==> config.mk <==
export PLATFORM = sky130hd
export DESIGN_NAME = hazard_scoreboard_ctrl
export DESIGN_NICKNAME = d
export VERILOG_FILES = /design/src/rtl/pipe_ctrl_pkg.sv /design/src/rtl/hazard_scoreboard_ctrl_sat_counter.sv /design/src/rtl/hazard_scoreboard_ctrl.sv
export SDC_FILE = /design/constraint.sdc
export NUM_CORES = 1
export LEC_CHECK = 0
export ABC_AREA = 1
export CORE_MARGIN = 2
export CORE_UTILIZATION = 54
export DETAILED_ROUTE_END_ITERATION = 10
export GPL_TIMING_DRIVEN = 1
export PLACE_DENSITY_LB_ADDON = 0.05
export SLEW_MARGIN = 0
export SYNTH_ARGS = -nofsm -noshare
export SYNTH_HDL_FRONTEND = slang
export SYNTH_SLANG_ARGS = --single-unit
==> constraint.sdc <==
create_clock -name clk -period 2.55 [get_ports clk]
set_input_delay 0.51 -clock clk [delete_from_list [all_inputs] [get_ports clk]]
set_output_delay 0.51 -clock clk [all_outputs]
set_load 0.05 [all_outputs]
==> src/rtl/pipe_ctrl_pkg.sv <==
// Shared constants for the decode-stage pipeline controller: register file
// geometry and the flush sequencer state encoding.
package pipe_ctrl_pkg;

  localparam int REG_IDX_W = 4;
  localparam int NUM_REGS  = 16;

  localparam logic [0:0] ST_IDLE  = 1'b0;
  localparam logic [0:0] ST_FLUSH = 1'b1;

  typedef logic [REG_IDX_W-1:0] reg_idx_t;

endpackage

==> src/rtl/hazard_scoreboard_ctrl_sat_counter.sv <==
// Up-counter that sticks at all-ones; used for the stall and flush
// performance counters.
module sat_counter #(
  parameter int W = 16
) (
  input  logic         clk,
  input  logic         rst_n,
  input  logic         inc,
  output logic [W-1:0] count
);

  always_ff @(posedge clk or negedge rst_n) begin
    if (!rst_n) begin
      count <= '0;
    end else if (inc && (count != '1)) begin
      count <= count + W'(1);
    end
  end

endmodule

==> src/rtl/hazard_scoreboard_ctrl.sv <==
// Decode-stage controller: per-register write scoreboard with RAW stall,
// multi-cycle flush sequencing after taken branches, and perf counters.
module hazard_scoreboard_ctrl
  import pipe_ctrl_pkg::*;
#(
  parameter int FLUSH_CYCLES = 1,
  parameter int MAX_INFLIGHT = 3,
  parameter int CNT_W        = 16
) (
  input  logic                 clk,
  input  logic                 rst,
  input  logic                 id_valid,
  input  logic [REG_IDX_W-1:0] id_rn,
  input  logic [REG_IDX_W-1:0] id_rm,
  input  logic                 id_two_src,
  input  logic                 id_wb_en,
  input  logic [REG_IDX_W-1:0] id_dest,
  input  logic                 branch_taken,
  input  logic                 wb_enable_in,
  input  logic [REG_IDX_W-1:0] wb_dest,
  output logic                 hazard,
  output logic                 flush,
  output logic [NUM_REGS-1:0]  sb_busy,
  output logic [CNT_W-1:0]     stall_count,
  output logic [CNT_W-1:0]     flush_count,
  output logic                 err
);

  localparam logic [1:0] PEND_MAX = 2'(MAX_INFLIGHT);
  localparam logic [2:0] REM_INIT = 3'(FLUSH_CYCLES - 1);

  logic [0:0]          state;
  logic [2:0]          rem;
  logic                accept;
  logic                issue;
  logic                retire;
  logic [NUM_REGS-1:0] busy;
  logic [NUM_REGS-1:0] err_set;

  // A branch arriving while already flushing is on the wrong path and is dropped.
  assign accept = branch_taken & (state == ST_IDLE);
  // Gated by reset so flush reads low even with branch_taken held during reset.
  assign flush  = rst & (accept | (state == ST_FLUSH));
  assign hazard = id_valid & ~flush & (busy[id_rn] | (id_two_src & busy[id_rm]));
  assign issue  = id_valid & id_wb_en & ~hazard & ~flush;
  assign retire = wb_enable_in;

  assign sb_busy = busy;

  for (genvar r = 0; r < NUM_REGS; r++) begin : g_pend
    logic [1:0] pend;
    logic       inc;
    logic       dec;

    assign inc        = issue  & (id_dest == REG_IDX_W'(r));
    assign dec        = retire & (wb_dest == REG_IDX_W'(r));
    assign busy[r]    = |pend;
    assign err_set[r] = (inc & ~dec & (pend == PEND_MAX)) |
                        (dec & ~inc & (pend == 2'd0));

    // Issue and retire on the same register cancel out.
    always_ff @(posedge clk or negedge rst) begin
      if (!rst) begin
        pend <= 2'd0;
      end else if (inc && !dec && (pend != PEND_MAX)) begin
        pend <= pend + 2'd1;
      end else if (dec && !inc && (pend != 2'd0)) begin
        pend <= pend - 2'd1;
      end
    end
  end

  always_ff @(posedge clk or negedge rst) begin
    if (!rst) begin
      state <= ST_IDLE;
      rem   <= 3'd0;
    end else begin
      case (state)
        ST_IDLE: begin
          if (accept && (FLUSH_CYCLES > 1)) begin
            state <= ST_FLUSH;
            rem   <= REM_INIT;
          end
        end
        default: begin
          rem <= rem - 3'd1;
          if (rem == 3'd1) begin
            state <= ST_IDLE;
          end
        end
      endcase
    end
  end

  always_ff @(posedge clk or negedge rst) begin
    if (!rst) begin
      err <= 1'b0;
    end else if (|err_set) begin
      err <= 1'b1;
    end
  end

  sat_counter #(.W(CNT_W)) u_stall_cnt (
    .clk   (clk),
    .rst_n (rst),
    .inc   (hazard),
    .count (stall_count)
  );

  sat_counter #(.W(CNT_W)) u_flush_cnt (
    .clk   (clk),
    .rst_n (rst),
    .inc   (accept),
    .count (flush_count)
  );

endmodule

After elaboration in Yosys (flattened, before gate mapping)
Index checks and enable logic that the tools add are counted.
Cells by class
  $add $sub $neg: 35
  magnitude comparators: 2
  eq/ne operators: 65
  mux-type cells: 38
  bitwise logic cells: 157
  reduce and logical (&&, ||, !) cells: 165
Operators with widths (number)
  1-bit AND: 104
  1-bit logical AND: 66
  4-bit == test, second input constant: 16
  2-bit 2-to-1 mux: 32
  2-bit nonzero test: 32
  1-bit inverter: 35
  16-bit by 1-bit adder with 16-bit output, second input constant: 2
  2-bit by 1-bit adder with 2-bit output, second input constant: 16
  2-bit == test, second input constant: 16
  4-bit by 3-bit == test with 1-bit output, second input constant: 8
  1-bit logical NOT: 32
  2-bit logical NOT: 16
  16-bit inequality test, second input constant: 2
  2-bit inequality test, second input constant: 16
  2-bit OR reduction: 16
  2-bit by 1-bit subtractor with 2-bit output, second input constant: 16
  1-bit bitwise OR: 18
  4-bit by 2-bit == test with 1-bit output, second input constant: 4
  16-bit OR reduction: 1
  4-bit by 5-bit less-than comparator with 1-bit output, second input constant: 2
  1-bit binary-select mux with 4-bit select: 2
  4-bit by 1-bit == test with 1-bit output, second input constant: 2
  4-bit logical NOT: 2
  1-bit 2-to-1 mux: 4
  2 further kinds: 2
Word-level totals
  register bits after elaboration: 69
  input bits: 23
  output and inout bits: 51

Depth between registers and ports, before layout
  depth in word-level cells: 16
  gate-level depth with buffers: 18
  mapped depth without buffers: 16

Cells and area by module
A second synthesis with hierarchy kept.
Unflattened totals
  cells, all modules: 780
  area total of the unflattened synthesis: 5262.5 um^2
Modules (own cells, without submodules)
  hazard_scoreboard_ctrl: instances 1, cells each 482, area an instance 3145.5 um^2, seq. area each 925.9 um^2
  sat_counter: instances 2, cells each 149, area an instance 1058.5 um^2, seq. area each 400.4 um^2

Worst setup path before layout
No wires, ideal clock.
  path kind: reg-to-reg
  from: reg g_pend[12].pend[0]
  to: reg u_stall_cnt.count[4]
  library setup time: 0.142 ns
  data arrival time: 2.270 ns
  slack: 0.138 ns
  cell stages (with the launch flop): 16
  cell sequence: dfrtp_1 nor2_2 inv_1 nand2_1 nand3_1 nand3_1 nand3_1 nand3_4 nand2_1 inv_2 nor2_4 nand2_2 buf_6 nor2_4 nand3_1 xnor2_1
On the way
  word-level cells in the longest chain between the ends: 7
  elaborated cells between the ends (all ways): 9
  classes of those cells: mux (4); bitwise (3); reduce/logical (2)
Ends and longest elaborated chain
  from (decl): RTL line hazard_scoreboard_ctrl.sv:51  | logic [1:0] pend;
  from (signal assigned): RTL line hazard_scoreboard_ctrl.sv:66  | pend <= pend + 2'd1;
  from (signal assigned): RTL line hazard_scoreboard_ctrl.sv:68  | pend <= pend - 2'd1;
  2-bit OR reduction *: RTL line hazard_scoreboard_ctrl.sv:57  | assign busy[r] = |pend;
  via sb_busy[12]: RTL line hazard_scoreboard_ctrl.sv:23  | output logic [NUM_REGS-1:0] sb_busy,
  1-bit binary-select mux with 4-bit select: RTL line hazard_scoreboard_ctrl.sv:44  | assign hazard = id_valid & ~flush & (busy[id_rn] | (id_two_src & busy[id_rm]));
  1-bit 2-to-1 mux (not written as such): RTL line hazard_scoreboard_ctrl.sv:44
  1-bit AND: RTL line hazard_scoreboard_ctrl.sv:44
  1-bit bitwise OR *: RTL line hazard_scoreboard_ctrl.sv:44
  1-bit AND *: RTL line hazard_scoreboard_ctrl.sv:44
  via hazard: RTL line hazard_scoreboard_ctrl.sv:21  | output logic hazard,
  1-bit logical AND *: RTL line hazard_scoreboard_ctrl_sat_counter.sv:15  | end else if (inc && (count != '1)) begin
  to (signal assigned): RTL line hazard_scoreboard_ctrl_sat_counter.sv:16  | count <= count + W'(1);
  to (decl): RTL line hazard_scoreboard_ctrl_sat_counter.sv:9  | output logic [W-1:0] count
The timed path passes the listed nets; every way through them passes the cells marked *. The select of a mux whose other input is x is not followed.
A chain may end at the register's enable or synchronous reset.

Worst setup path in the final report
  from: reg g_pend[4].pend[1]
  to: out hazard
On the way
  word-level cells in the longest chain between the ends: 6
  elaborated cells between the ends (all ways): 8
  classes of those cells: mux (4); bitwise (3); reduce/logical (1)
Ends and longest elaborated chain (RTL line)
  from (decl): hazard_scoreboard_ctrl.sv:51
  from (signal assigned): hazard_scoreboard_ctrl.sv:66
  from (signal assigned): hazard_scoreboard_ctrl.sv:68
  2-bit OR reduction *: hazard_scoreboard_ctrl.sv:57
  1-bit binary-select mux with 4-bit select: hazard_scoreboard_ctrl.sv:44
  1-bit 2-to-1 mux (not written as such): hazard_scoreboard_ctrl.sv:44
  1-bit AND: hazard_scoreboard_ctrl.sv:44
  1-bit bitwise OR *: hazard_scoreboard_ctrl.sv:44
  1-bit AND *: hazard_scoreboard_ctrl.sv:44
  to (decl): hazard_scoreboard_ctrl.sv:21
Mark *: on every way between the ends. The rest lies on a longest branch, timed or not. The select of a mux whose other input is x is not followed.

==> results.py <==
metrics = {
    "run_status": {
        "outcome": "finished, final reports clean",
    },
    "die": {
        "core_area_um2": 8260,
        "boundaryPins": 74,
        "die-area_um2": 9290,
        "fp.dieW_um": 96.4,
        "die-height_um": 96.4,
        "start_util_pct": 55.8,
        "rows": 33,
    },
    "worst_hold_path": {
        "min_path_type": "in2async",
    },
    "critical_path": {
        "crit_path_start_kind": "flop",
        "critPathBufInv": 2,
        "crit_path_max_fanout": 5,
        "path_cells": "nor2_4 > nand2_1 > nand2_1 > nand2_1 > nand3_1 > nand3_2 > nand3_4 > nand2_1 > inv_2 > nor2_4 > buf_12",
        "worst_setup_path_end_kind": "output port",
        "critPathMaxStageDelay_ns": 0.43,
        "r2r_cells": 15,
        "worstSetupStartpoint": "g_pend[4].pend[1]",
        "required_ns": 2.04,
        "crit_top_cell": "nand2_1",
        "r2r_end": "err",
        "rrSetupSlack_ns": 0.25,
        "cp_slowest_cell": "dfrtp_1",
        "timing.rr.start": "g_pend[4].pend[1]",
        "cp_top_family": "simple AND/OR/NAND/NOR gates",
        "arrival_ns": 1.94,
        "critPathKind": "reg2out",
    },
    "route": {
        "drc": 0,
        "dr.pass1.iters": 5,
        "routed_wl_um": 12200,
        "viasPerCell": 5.22,
        "ant_nets": 0,
        "drt_first_iter_violations": 186,
        "vias": 4626,
        "wl_per_cell_um": 13.8,
    },
    "global_route": {
        "grt_use_total_pct": 27.7,
        "grt_pass1_vias": 4575,
        "grt_pass1_wl_um": 20200,
        "grt_max_degree": 70,
        "antenna_found_initial": 0,
        "gr-total-overflow": 0,
    },
    "clocking": {
        "cts_buffers": 9,
        "cts_max_level": 3,
        "clk_latency_ns": 0.35,
        "clk_path_buf_depth": 2,
        "clock_sinks": 69,
        "root_buffer": "clkbuf_8",
        "path_clk_slew_ns": 0.08,
        "cts_tree": "built",
    },
    "timing": {
        "final-hold-violation-count": 0,
        "slew_headroom_pct": 41.0,
        "period_share_pct": 95.9,
        "fmax_mhz": 409,
        "hold_slack_ns": 0.457,
        "worst_pin_slew_ns": 0.885,
        "clock_skew_ns": 0.0175,
        "setup_ws_ns": 0.104,
        "report.final.slew_viol_count": 0,
        "setup_viol": 0,
        "finalCriticalPeriod_ns": 2.45,
    },
    "synthesis": {
        "synth-seq-cells": 69,
        "yosys.area.top_type_share_pct": 37.4,
        "postSynthAreaPerCell_um2": 7.05,
        "synth-seq-area-share_pct": 37.4,
        "yosys.area.top_type": "dfrtp_1",
        "syn_area_um2": 4610,
        "synth_warnings": 0,
        "synthCells": 654,
        "synth_area_leaders": "dfrtp_1, nand2_1, inv_1",
        "syn_nets": 681,
        "synth_cell_type_count": 33,
    },
    "layout": {
        "finalNonFillerCells": 887,
        "diodes": 0,
        "design_area_um2": 6030,
        "drive_above_1_share_pct": 13.8,
        "finalNetCount": 804,
        "area_growth_syn_to_layout_pct": 30.8,
        "final_util_pct": 73.0,
    },
    "flow_run": {
        "max_cap_viol_count": 0,
    },
    "placement": {
        "dpl.cell_count": 861,
        "dp_hpwl_um": 9540,
        "finalWeightedCongestion": 0.950,
        "placed_area_um2": 5700,
        "pre_cts_slack_ns": -0.302,
        "portBuffers": 73,
    },
    "pwr": {
        "p_leak_nw": 3.12,
        "power_density_nw_per_um2": 850,
        "ir_worst_vdd_v": 0.000656,
    },
}
-- power by group --
part	switching (mW)	total (mW)	internal, mW
logic	1.59	2.45	0.861
registers	0.309	1.63	1.32
clock network	0.480	1.05	0.566
-- worst register-to-register path: stages (launching register included) --
cell and delay, ns:
dfrtp_1 0.43, nor2_4 0.20, nand2_1 0.07, nand2_1 0.10, nand2_1 0.07, nand3_1 0.09
nand3_2 0.10, nand3_4 0.13, buf_4 0.16, nand4_1 0.20, nand3_1 0.13, nand2_1 0.07
nor2_1 0.15, nand3_1 0.12, nor2_1 0.11, nand2_1 0.06
-- cell usage in the layout, fill, tap and decap left out, types with 9 or more instances in the layout --
cell type and count:
nand2_1 153, inv_1 107, nor2_1 81, dfrtp_1 66
clkdlybuf4s50_1 66, nand3_1 61, buf_4 44, xor2_1 35
o21ai_0 26, nor2_4 17, a21oi_1 17, nand4_1 16
inv_2 13, xnor2_1 9, clkbuf_8 9
-- Yosys cell counts, drive strengths merged --
cell	n
dfrtp	69
xnor2	9
nor2	100
buf	5
mux2	2
o21ai	32
nand3b	1
xor2	35
a21oi	18
nor3	6
nor4	6
inv	120
nand4	16
o21bai	1
o211ai	1
nand3	64
o22ai	8
ha	4
mux2i	1
nand2	155
or3	1
-- layer usage --
| layer | routed length [µm] | part of all wire, % | vias to the layer above | global-route usage (%) |
|---|---|---|---|---|
| li1 | - | - | 2299 | - |
| met1 | 5140 | 42 | 2176 | 33.1 |
| met2 | 6230 | 51 | 131 | 50.0 |
| met3 | 618 | 5.1 | 20 | 5.28 |
| met4 | 215 | 1.8 | 0 | 9.27 |
| met5 | 0 | 0 | - | 0 |
-- sequential cells by signal (all words and copies together), names as in the netlist --
name               cells
u_stall_cnt.count     16
rem                    3
state                  1
u_flush_cnt.count     16
g_pend.pend           32
err                    1
-- timing repair --
action                     4_1_cts  5_1_grt
gates resized for setup          6       11
pin swaps                        1        8
setup endpoints to repair        1        2
hold buffers                     0        0
buffers inserted                 1        9
-- layout make-up --
class	instances	area, µm²
multi-input combinational	460	2420
fill	673	2230
sequential	69	1730
timing repair buffer	117	1070
inverter	120	450
tap	105	131
clock buffer	9	124
clock inverter	7	105
-- stage by stage --
step                total power, mW  TNS (ns)
floorplan                      3.18         0
finish                         5.13         0
global placement               3.95     -2.61
detailed placement             4.01     -5.12
global route                   5.40  -0.00955
CTS                            5.06         0
-- worst max-delay path by stage --
stage	endpoint	cells past startpoint	slack, ns
after floorplan	u_stall_cnt.count[4]	15	0.14
after global placement	err	17	-0.24
after detailed placement	err	17	-0.30
after CTS	hazard	11	0.05
after global routing	hazard	11	-0.01
final	hazard	11	0.10
-- cells by family (layout without fill, tap and decap cells) --
kind of cell    count (synthesis)  count (layout)  share of synthesized area, %
mux                             3               3                         0.706
compound gates                 60              60                          6.92
buf+inv                       125             253                          10.6
xor+xnor                       44              44                          8.36
flops                          69              69                          37.4
simple gates                  349             349                          34.8
fa+ha+maj                       4               4                          1.09
(Power assumes the default switching activity.)
